==> src/rtl/adder_pkg.sv <==
// Shared definitions for the pipelined ripple adder: slice sizing and mode encodings.
package adder_pkg;

  localparam logic MODE_ADD = 1'b0;
  localparam logic MODE_SUB = 1'b1;

  function automatic int slice_w(input int size, input int stages);
    return size / stages;
  endfunction

endpackage

==> src/rtl/fa.sv <==
// One-bit full adder cell.
module fa (
  input  logic a,
  input  logic b,
  input  logic ci,
  output logic s,
  output logic co
);

  assign s  = a ^ b ^ ci;
  assign co = (a & b) | (ci & (a ^ b));

endmodule

==> src/rtl/rca_slice.sv <==
// Combinational W-bit ripple slice; c_msb is the carry into the top bit, used for overflow.
module rca_slice #(
  parameter int W = 4
) (
  input  logic [W-1:0] a,
  input  logic [W-1:0] b,
  input  logic         cin,
  output logic [W-1:0] sum,
  output logic         cout,
  output logic         c_msb
);

  logic [W:0] c;

  assign c[0] = cin;

  for (genvar i = 0; i < W; i++) begin : g_bit
    fa u_fa (.a(a[i]), .b(b[i]), .ci(c[i]), .s(sum[i]), .co(c[i+1]));
  end

  assign cout  = c[W];
  assign c_msb = c[W-1];

endmodule

==> src/rtl/pipe_rip_add.sv <==
// Pipelined ripple-carry add/sub: STAGES registered slices of SIZE/STAGES bits each,
// valid/ready stream with a global stall when the output register is full and blocked.
module pipe_rip_add
  import adder_pkg::*;
#(
  parameter int SIZE   = 16,
  parameter int STAGES = 4
) (
  input  logic            clk,
  input  logic            rst_n,
  input  logic            in_valid,
  output logic            in_ready,
  input  logic [SIZE-1:0] a,
  input  logic [SIZE-1:0] b,
  input  logic            cin,
  input  logic            sub,
  output logic            out_valid,
  input  logic            out_ready,
  output logic [SIZE-1:0] sum,
  output logic            cout,
  output logic            ovf
);

  localparam int W = slice_w(SIZE, STAGES);

  typedef struct packed {
    logic            valid;
    logic [SIZE-1:0] psum;
    logic            carry;
    logic [SIZE-1:0] a_rem;
    logic [SIZE-1:0] b_rem;
  } stage_t;

  logic stall, adv, ovf_q;

  assign stall    = out_valid && !out_ready;
  assign adv      = !stall;
  assign in_ready = adv;

  for (genvar k = 0; k < STAGES; k++) begin : g_stg
    stage_t         src, nxt, q;
    logic [W-1:0]   s;
    logic           co, cm;

    if (k == 0) begin : g_in
      // b is pre-inverted here so every later slice is a plain adder
      always_comb begin
        src       = '0;
        src.valid = in_valid;
        src.carry = (sub == MODE_SUB) ? 1'b1 : cin;
        src.a_rem = a;
        src.b_rem = (sub == MODE_SUB) ? ~b : b;
      end
    end else begin : g_mid
      assign src = g_stg[k-1].q;
    end

    rca_slice #(.W(W)) u_slc (
      .a     (src.a_rem[W-1:0]),
      .b     (src.b_rem[W-1:0]),
      .cin   (src.carry),
      .sum   (s),
      .cout  (co),
      .c_msb (cm)
    );

    always_comb begin
      nxt                  = src;
      nxt.psum[k*W +: W]   = s;
      nxt.carry            = co;
      nxt.a_rem            = src.a_rem >> W;
      nxt.b_rem            = src.b_rem >> W;
    end

    // data only moves with a valid beat so the output holds while it is empty
    always_ff @(posedge clk) begin
      if (!rst_n)         q <= '0;
      else if (adv) begin
        if (src.valid)    q <= nxt;
        else              q.valid <= 1'b0;
      end
    end

    if (k == STAGES - 1) begin : g_last
      logic unused_rem;
      assign unused_rem = ^{q.a_rem, q.b_rem};

      always_ff @(posedge clk) begin
        if (!rst_n)                 ovf_q <= 1'b0;
        else if (adv && src.valid)  ovf_q <= cm ^ co;
      end
    end else begin : g_body
      logic unused_cm;
      assign unused_cm = cm;
    end
  end

  assign out_valid = g_stg[STAGES-1].q.valid;
  assign sum       = g_stg[STAGES-1].q.psum;
  assign cout      = g_stg[STAGES-1].q.carry;
  assign ovf       = ovf_q;

endmodule

==> config.mk <==
export PLATFORM = sky130hd
export DESIGN_NAME = pipe_rip_add
export DESIGN_NICKNAME = d
export VERILOG_FILES = /design/src/rtl/adder_pkg.sv /design/src/rtl/fa.sv /design/src/rtl/rca_slice.sv /design/src/rtl/pipe_rip_add.sv
export SDC_FILE = /design/constraint.sdc
export NUM_CORES = 1
export LEC_CHECK = 0
export BUFFER_PORTS_ARGS = -buffer_cell sky130_fd_sc_hd__buf_2
export CORE_MARGIN = 8
export CORE_UTILIZATION = 51
export CTS_CLUSTER_SIZE = 24
export DETAILED_ROUTE_END_ITERATION = 6
export PLACE_DENSITY_LB_ADDON = 0.05
export SYNTH_ARGS = -nofsm -noshare
export SYNTH_HDL_FRONTEND = slang
export SYNTH_SLANG_ARGS = --single-unit
export TNS_END_PERCENT = 5
==> constraint.sdc <==
create_clock -name clk -period 2.8 [get_ports clk]
set_clock_uncertainty 0.1 [all_clocks]
set_input_delay 0.56 -clock clk [delete_from_list [all_inputs] [get_ports clk]]
set_output_delay 0.56 -clock clk [all_outputs]
set_load 0.005 [all_outputs]
# Yosys cells after proc, flatten, opt, wreduce, memory -nomap -nowiden
# Index checks and enable logic that the tools add are counted.
classes:
  reduce_logical: 8
  n_bitwise: 83
  mux: 6
ops:
  columns: ["operator", "n"]
  rows:
  - ["$xor A1 B1 Y1", 33]
  - ["$and A1 B1 Y1", 32]
  - ["$mux W16", 1]
  - ["$not A16 Y16", 1]
  - ["$or A1 B1 Y1", 16]
  - ["$reduce_and A2 Y1", 4]
  - ["$mux W1", 5]
  - ["$logic_and A1 B1 Y1", 2]
  - ["$logic_not A1 Y1", 2]
  - ["$not A1 Y1", 1]
word_totals:
  reg_bits: 97

# Logic depth before layout (Yosys ltp)
# Gate-level depths: netlist of the first run.
depth:
  word_depth: 11
  ltp_mapped: 10

# Hierarchy
# From an unflattened synthesis of the first run, not the netlist that was laid out.
hier_totals:
  cells_unflattened: 401
  hier_area_um2: 4126.5
modules_own_cells:
  columns: ["mod", "area_per_inst_um2", "instances", "seq_area_each_um2", "cells_each"]
  rows:
  - ["pipe_rip_add", 3806.2, 1, 1941.9, 385]
  - ["fa", 20.0, 16, 0.0, 1]

# Worst setup path after synthesis of the first run
# No wires, ideal clock.
synth_timing:
  path_type: "input port to flip-flop"
  startpoint: "input sub"
  endpoint: "register g_stg[0].q[36] in the netlist's numbering"
  path_stages: 10
  setup_time_ns: 0.119
  required_ns: 2.581
  t_arrival_ns: 2.789
  setup_slack_ns: -0.208
  path_cell_list: "buf_2 buf_4 xnor2_1 fa_1 fa_1 fa_1 inv_1 fa_1 nand2_1 mux2i_1"
synth_lines:
  columns: ["item", "line", "text"]
  rows:
  - ["from (decl)", "pipe_rip_add.sv:16", "input logic sub,"]
  - ["to (signal assigned)", "pipe_rip_add.sv:79", "if (src.valid) q <= nxt;"]
  - ["to (decl)", "pipe_rip_add.sv:41", "stage_t src, nxt, q;"]

# Final worst setup path of the first run
layout_timing:
  startpoint: "register g_stg[2].q[16] in the netlist's numbering"
  endpoint: "register ovf_q (netlist: ovf)"
layout_between:
  elab_chain_cells: 10
  word_cells_on_any_way: 11
  classes_between: "bitwise: 11"
layout_rtl:
  columns: ["item", "line", "text"]
  rows:
  - ["from (decl)", "pipe_rip_add.sv:41", null]
  - ["from (signal assigned)", "pipe_rip_add.sv:79", null]
  - ["$xor A1 B1 Y1", "fa.sv:11", "assign co = (a & b) | (ci & (a ^ b));"]
  - ["$and A1 B1 Y1", "fa.sv:11", null]
  - ["$or A1 B1 Y1 *", "fa.sv:11", null]
  - ["$and A1 B1 Y1 *", "fa.sv:11", null]
  - ["$or A1 B1 Y1 *", "fa.sv:11", null]
  - ["$and A1 B1 Y1 *", "fa.sv:11", null]
  - ["$or A1 B1 Y1 *", "fa.sv:11", null]
  - ["$and A1 B1 Y1", "fa.sv:11", null]
  - ["$or A1 B1 Y1", "fa.sv:11", null]
  - ["$xor A1 B1 Y1 *", "pipe_rip_add.sv:90", "else if (adv && src.valid) ovf_q <= cm ^ co;"]
  - ["to (signal assigned)", "pipe_rip_add.sv:90", null]
  - ["to (decl)", "pipe_rip_add.sv:34", "logic stall, adv, ovf_q;"]
# Mark *: on every way between the ends. The rest lies on a longest branch, timed or not.
# A chain may end at the register's enable or synchronous reset.

==> results of run 1 <==
worst min-delay path, cell delays in order:
cell and delay [ns]:
buf_2 0.09, nand2_1 0.04, mux2i_1 0.05
registers in the layout, indices dropped and copies added, names as in the netlist:
register,cells
cout,1
sum,16
ovf,1
g_stg.q,78
out_valid,1
power groups by stage:
stage	Clock [mW]	Sequential, mW	Combinational, mW
after detailed placement	0	1.50	0.264
final	0.968	1.46	0.260
after global placement	0	1.50	0.260
after CTS	0.989	1.46	0.265
after global routing	1.05	1.47	0.292
after floorplan	0	1.49	0.195
area by class of cell:
class	count	area [um2]	area share (%)
Sequential cell	97	1940	41.7
Multi-Input combinational cell	269	1900	40.8
Timing Repair Buffer	66	365	7.85
Tap cell	105	131	2.82
Clock buffer	10	128	2.74
Inverter	28	108	2.31
Clock inverter	5	81.3	1.75
per-layer routing:
layer / vias up / GRT usage [%] / routed length (um) / share of wire, %
li1: 1526 / - / - / -
met2: 61 / 22.3 / 3410 / 43
met3: 9 / 3.39 / 337 / 4.3
met1: 1334 / 19.5 / 4030 / 51
met5: - / 0 / 0 / 0
met4: 0 / 6.33 / 124 / 1.6
cells by family after synthesis:
family,Yosys count,share of synthesized area (%)
muxes,47,11.4
buffers and inverters,62,7.04
DFF,97,47.1
adders and majority gates,16,7.77
AOI/OAI and AO/OA,79,11.4
xor gates and xnor gates,17,3.61
and+or+nand+nor,110,11.7
worst min path at each step:
stage,depth (start not counted),endpoint,slack [ns]
detailed placement,2,sum[2]$_SDFFE_PN0P_,0.35
global route,3,g_stg[0].q[26]$_SDFFE_PN0P_,0.32
CTS,3,g_stg[0].q[21]$_SDFFE_PN0P_,0.32
floorplan,2,g_stg[0].q[16]$_SDFFE_PN0P_,0.33
global placement,2,sum[0]$_SDFFE_PN0P_,0.34
finish,3,g_stg[0].q[21]$_SDFFE_PN0P_,0.34
stage by stage:
| step | setup TNS [ns] | setup slack [ns] | cell area (um2) | util, % | std cells |
|---|---|---|---|---|---|
| after floorplan | -0.0515 | -0.0515 | 4140 | - | 428 |
| after global placement | 0 | 0.0966 | 4440 | 55.5 | 565 |
| after detailed placement | 0 | 0.0334 | 4440 | 55.5 | 565 |
| after CTS | 0 | 0.360 | 4650 | 58.1 | 580 |
| after global routing | 0 | 0.173 | 4650 | 58.1 | 580 |
| final | 0 | 0.375 | 4650 | 58.1 | 580 |
placed cells by master (no fill, tap or decap), drive strengths merged, types with 10 or more instances in the layout:
master,Yosys,layout
a211oi,24,24
nand4,17,17
o21ai,20,20
nand2,82,82
a21oi,33,33
mux2i,47,47
inv,27,27
fa,16,16
dfxtp,97,97
clkbuf,14,10
xnor2,16,16
buf,20,66
==> results.yml, run 1 <==
setup_path:
  arrival_ns: 2.62
  rrSetupSlack_ns: 0.37
  crit_start: "g_stg[2].q[16]$_SDFFE_PN0P_"
  cp-start-kind: "flip-flop"
  critPathCapture: "ovf$_SDFFE_PN0P_"
  crit_chain: "fa_1 -> inv_1 -> fa_1 -> inv_1 -> fa_1 -> inv_1 -> fa_1 -> xnor2_1 -> nand3_1 -> a21oi_1"
  reg2reg_to: "ovf$_SDFFE_PN0P_"
  reg2regPathDepth: 10
  path_buf_inv: 3
  reg2reg_from: "g_stg[2].q[16]$_SDFFE_PN0P_"
  crit_family: "adder cells"
  worstPathRequired_ns: 2.99
  critPathMaxFanout: 2
  criticalPathCategory: "reg2reg"
  cpMostUsedCell: "fa_1"
  crit_slowest_cell: "fa_1"
  critPathCaptureType: "flip-flop"
  worstSetupPathDepth: 10
  max_stage_delay_ns: 0.45
layout:
  area_growth_pct: 12.8
  drive_gt1_share_pct: 18.7
  nets: 525
  fillers: 770
  diodes: 0
timing:
  clock.fmax_mhz: 412
  report.final.slew_viol_count: 0
  worst_pin_slew_ns: 0.574
  finalSetupViolCount: 0
  slew_headroom_pct: 61.7
  hold_ws_ns: 0.338
  hold_viol: 0
  fin_crit_sh_pct: 86.6
  fin_crit_ns: 2.43
  rsz0062_at_grt: "false"
clock_tree:
  cts_tree: "built"
  clk_pin_slew_worst_paths_ns: 0.09
  tritoncts.num_buffers: 9
  cts_root_buf: "clkbuf_8"
  numClockSinks: 97
  cts.repair.resized: 0
  ctsHoldBuffers: 0
  cts_buffer_depth: 2
  insertion_delay_ns: 0.35
  htreeDepth: 3
  post-cts-setup-buffer-count: 0
outcome:
  outcome: "finished clean"
yosys:
  synth_largest_area_cell: "dfxtp_1"
  synth_top_area_share_pct: 47.1
  ys_types: 27
  ys_top_cells_by_area: "dfxtp_1 47%, mux2i_1 11%, fa_1 7.8%, nand2_1 7.3%, a211oi_1 4.0%"
  synthFlopType: "dfxtp_1"
  syn-instance-count: 428
  seq_area_frac_synth_pct: 47.1
  syn-mean-instance-area_um2: 9.64
  syn_area_um2: 4120
  async_reset_ff_share_pct: 0
  syn-num-nets: 482
  synthMostInstantiatedCell: "dfxtp_1"
  ys_ff_latch: 97
  synth-edff-count: 0
  synthTopCellsByCount: "97 x dfxtp_1, 80 x nand2_1, 47 x mux2i_1, 33 x a21oi_1, 26 x inv_1"
  synth_warnings: 0
global_routing:
  globalRouteOverflowTotal: 0
  grt_pass1_wl_um: 13700
  grt_pass1_vias: 2967
  antenna_found_initial: 0
  grt_max_degree: 55
  grt_usage_pct: 14.7
power_and_ir_drop:
  powerDensity_nw_per_um2: 579
  power.total_mw: 2.69
  seqPwrFrac_pct: 54.4
  p_comb_share_pct: 9.6
  p_switching_mw: 0.644
  p_int_mw: 2.05
  ir_worst_vdd_uv: 352
  pwr-share-clk_pct: 36.0
  leakagePower_nw: 1.90
  switching_share_pct: 23.9
die:
  start_util_pct: 51.5
  die_area_um2: 11200
  fp-row-count: 33
  die_y_um: 106
  die_w_um: 106
  core_area_um2: 8010
  ios: 58
route:
  num_vias: 2930
  routed_wl_um: 7910
  drt-wirelength-per-cell_um: 13.6
  ant_nets: 0
  drcViolationCount: 0
  drt-pass1-iter-count: 4
  dr.first_iter.drc_count: 100
  drt-vias-per-instance: 5.05
placed_design:
  gp_congestion: 0.740
  port_buffers: 57
  post-dp-hpwl_um: 5680
worst_hold_path:
  worstHoldPathType: "in2reg"
  hold_start: "a[9]"
run:
  maxCapViolations: 0
No activity file was read; power rests on OpenSTA's default activity.
==> run 2, diff against run 1 <==
--- a/config.mk
+++ b/config.mk
@@ -7,7 +7,7 @@
 export LEC_CHECK = 0
 export BUFFER_PORTS_ARGS = -buffer_cell sky130_fd_sc_hd__buf_2
 export CORE_MARGIN = 8
-export CORE_UTILIZATION = 51
+export CORE_UTILIZATION = 61
 export CTS_CLUSTER_SIZE = 24
 export DETAILED_ROUTE_END_ITERATION = 6
 export PLACE_DENSITY_LB_ADDON = 0.05
==> constraint.sdc (replaced) <==
create_clock -name clk -period 2.9 [get_ports clk]
set_clock_uncertainty 0.1 [all_clocks]
set_input_delay 0.58 -clock clk [delete_from_list [all_inputs] [get_ports clk]]
set_output_delay 0.58 -clock clk [all_outputs]
set_load 0.005 [all_outputs]
==> run 2 against run 1 <==
Net effect: clock power down 21%; critical path depth down 1; die area down 14%; global-route usage up 2.1 points; power down 9.7%; via count up 0.24%; hold slack better by 0.021 ns; wire length down 2.9%; count of clock-buffer cells in the layout up 1; final area down 1.6%; register-to-register slack better by 0.11 ns; sequential power down 3%; largest cell class unchanged; highest routed layer unchanged.
==> results.yml, run 2 (synthesis gave the netlist of run 1 again) <==
outcome:
  outcome: "finished clean"
timing:
  slew_headroom_pct: 61.7
  final.setup.worst_slack_ns: 0.452
  fin_crit_sh_pct: 84.4
  worst_pin_slew_ns: 0.574
  clock.fmax_mhz: 408
  report.final.slew_viol_count: 0
  rsz0062_at_grt: "false"
  finalSetupViolCount: 0
  hold_viol: 0
  fin_crit_ns: 2.45
  hold_ws_ns: 0.360
  fin_tns_setup_ns: 0
clock_tree:
  cts_buffer_depth: 2
  cts_tree: "built"
  post-cts-setup-buffer-count: 0
  ctsHoldBuffers: 0
  cts_root_buf: "clkbuf_8"
  numClockSinks: 97
  cts.repair.resized: 0
  tritoncts.num_buffers: 9
  clk_pin_slew_worst_paths_ns: 0.09
  htreeDepth: 3
  insertion_delay_ns: 0.35
route:
  routed_wl_um: 7680
  drt-wirelength-per-cell_um: 13.8
  dr.first_iter.drc_count: 163
  num_vias: 2937
  drcViolationCount: 0
  drt-pass1-iter-count: 4
  ant_nets: 0
  drt-vias-per-instance: 5.29
die:
  ios: 58
  die_y_um: 98.2
  start_util_pct: 61.7
  die_area_um2: 9650
  core_area_um2: 6680
  die_w_um: 98.2
  fp-row-count: 30
layout:
  drive_gt1_share_pct: 18.5
  register_area_um2: 1940
  layout_commonest_cell: "dfxtp_1"
  layout.cells.non_filler: 555
  multiInputGateArea_um2: 1900
  nets: 524
  fillers: 572
  final_cell_mix: "97 x dfxtp_1, 80 x nand2_1, 57 x buf_2"
  diodes: 0
  top_register: "g_stg.q"
  area_growth_pct: 11.0
  largest_reg_flops: 78
placed_design:
  port_buffers: 57
  post-dp-hpwl_um: 5530
  gp_congestion: 0.731
  dp_cells: 539
  pre_cts_slack_ns: 0.0781
global_routing:
  grt_pass1_wl_um: 13400
  antenna_found_initial: 0
  grt_max_degree: 95
  globalRouteOverflowTotal: 0
  grt_pass1_vias: 2959
  grt_usage_pct: 16.8
setup_path:
  cp-start-kind: "input port"
  arrival_ns: 2.58
  critPathCaptureType: "flip-flop"
  criticalPathCategory: "in2reg"
  critPathMaxFanout: 4
  worstPathRequired_ns: 3.03
power_and_ir_drop:
  switching_share_pct: 25.4
  powerDensity_nw_per_um2: 531
  seqPwrFrac_pct: 58.1
  pwr-share-clk_pct: 31.6
  p_int_mw: 1.81
  p_comb_share_pct: 10.3
  leakagePower_nw: 1.87
  p_switching_mw: 0.618
  ir_worst_vdd_uv: 454
run:
  maxCapViolations: 0
worst_hold_path:
  worstHoldPathType: "reg2reg"
==> run 2: cell count changes in the layout (fill, tap and decap cells not counted), sizes merged <==
cell and delta:
bufinv -2, clkbuf +1, inv +1, buf -1, clkinvlp +1
==> run 2: worst paths after layout <==
path | to | start | slack, ns | cells past startpoint
max | g_stg[0].q[36]$_SDFFE_PN0P_ | sub | 0.45 | 9
min | sum[0]$_SDFFE_PN0P_ | sum[0]$_SDFFE_PN0P_ | 0.36 | 2
max reg2reg | ovf$_SDFFE_PN0P_ | g_stg[2].q[16]$_SDFFE_PN0P_ | 0.48 | 10
min reg2reg | sum[0]$_SDFFE_PN0P_ | sum[0]$_SDFFE_PN0P_ | 0.36 | 2
==> run 2: layer usage <==
layer / share of wire (%) / routed length [um] / global-route usage (%)
met1: 48 / 3700 / 21.3
met2: 46 / 3520 / 26.8
met3: 4.4 / 337 / 4.13
met4: 1.6 / 123 / 6.61
met5: 0 / 0 / 0
==> run 2: area by class of cell <==
cell class | count | area share [%]
Timing Repair Buffer | 65 | 7.82
Sequential cell | 97 | 42.4
Inverter | 28 | 2.35
Tap cell | 80 | 2.19
Multi-Input combinational cell | 269 | 41.4
Clock inverter | 5 | 0.902
Clock buffer | 11 | 2.87
==> run 2: per-stage QoR <==
step | total power, mW | area (um2) | util, %
after floorplan | 1.62 | 4140 | -
after global placement | 1.69 | 4400 | 65.9
after detailed placement | 1.70 | 4400 | 65.9
after CTS | 2.46 | 4580 | 68.5
after global routing | 2.55 | 4580 | 68.5
final | 2.43 | 4580 | 68.5
==> run 2: worst max-delay path: stages <==
cell,delay (ns)
buf_2,0.12
xnor2_1,0.16
fa_2,0.37
fa_2,0.34
fa_1,0.37
inv_1,0.08
fa_1,0.41
nand2_1,0.07
mux2i_1,0.07
==> run 2: power by group through the flow <==
stage               Combinational, mW  Sequential, mW  Clock (mW)
floorplan                       0.187            1.43           0
global placement                0.246            1.44           0
detailed placement              0.254            1.44           0
CTS                             0.255            1.41       0.790
global route                    0.284            1.42       0.842
finish                          0.251            1.41       0.768
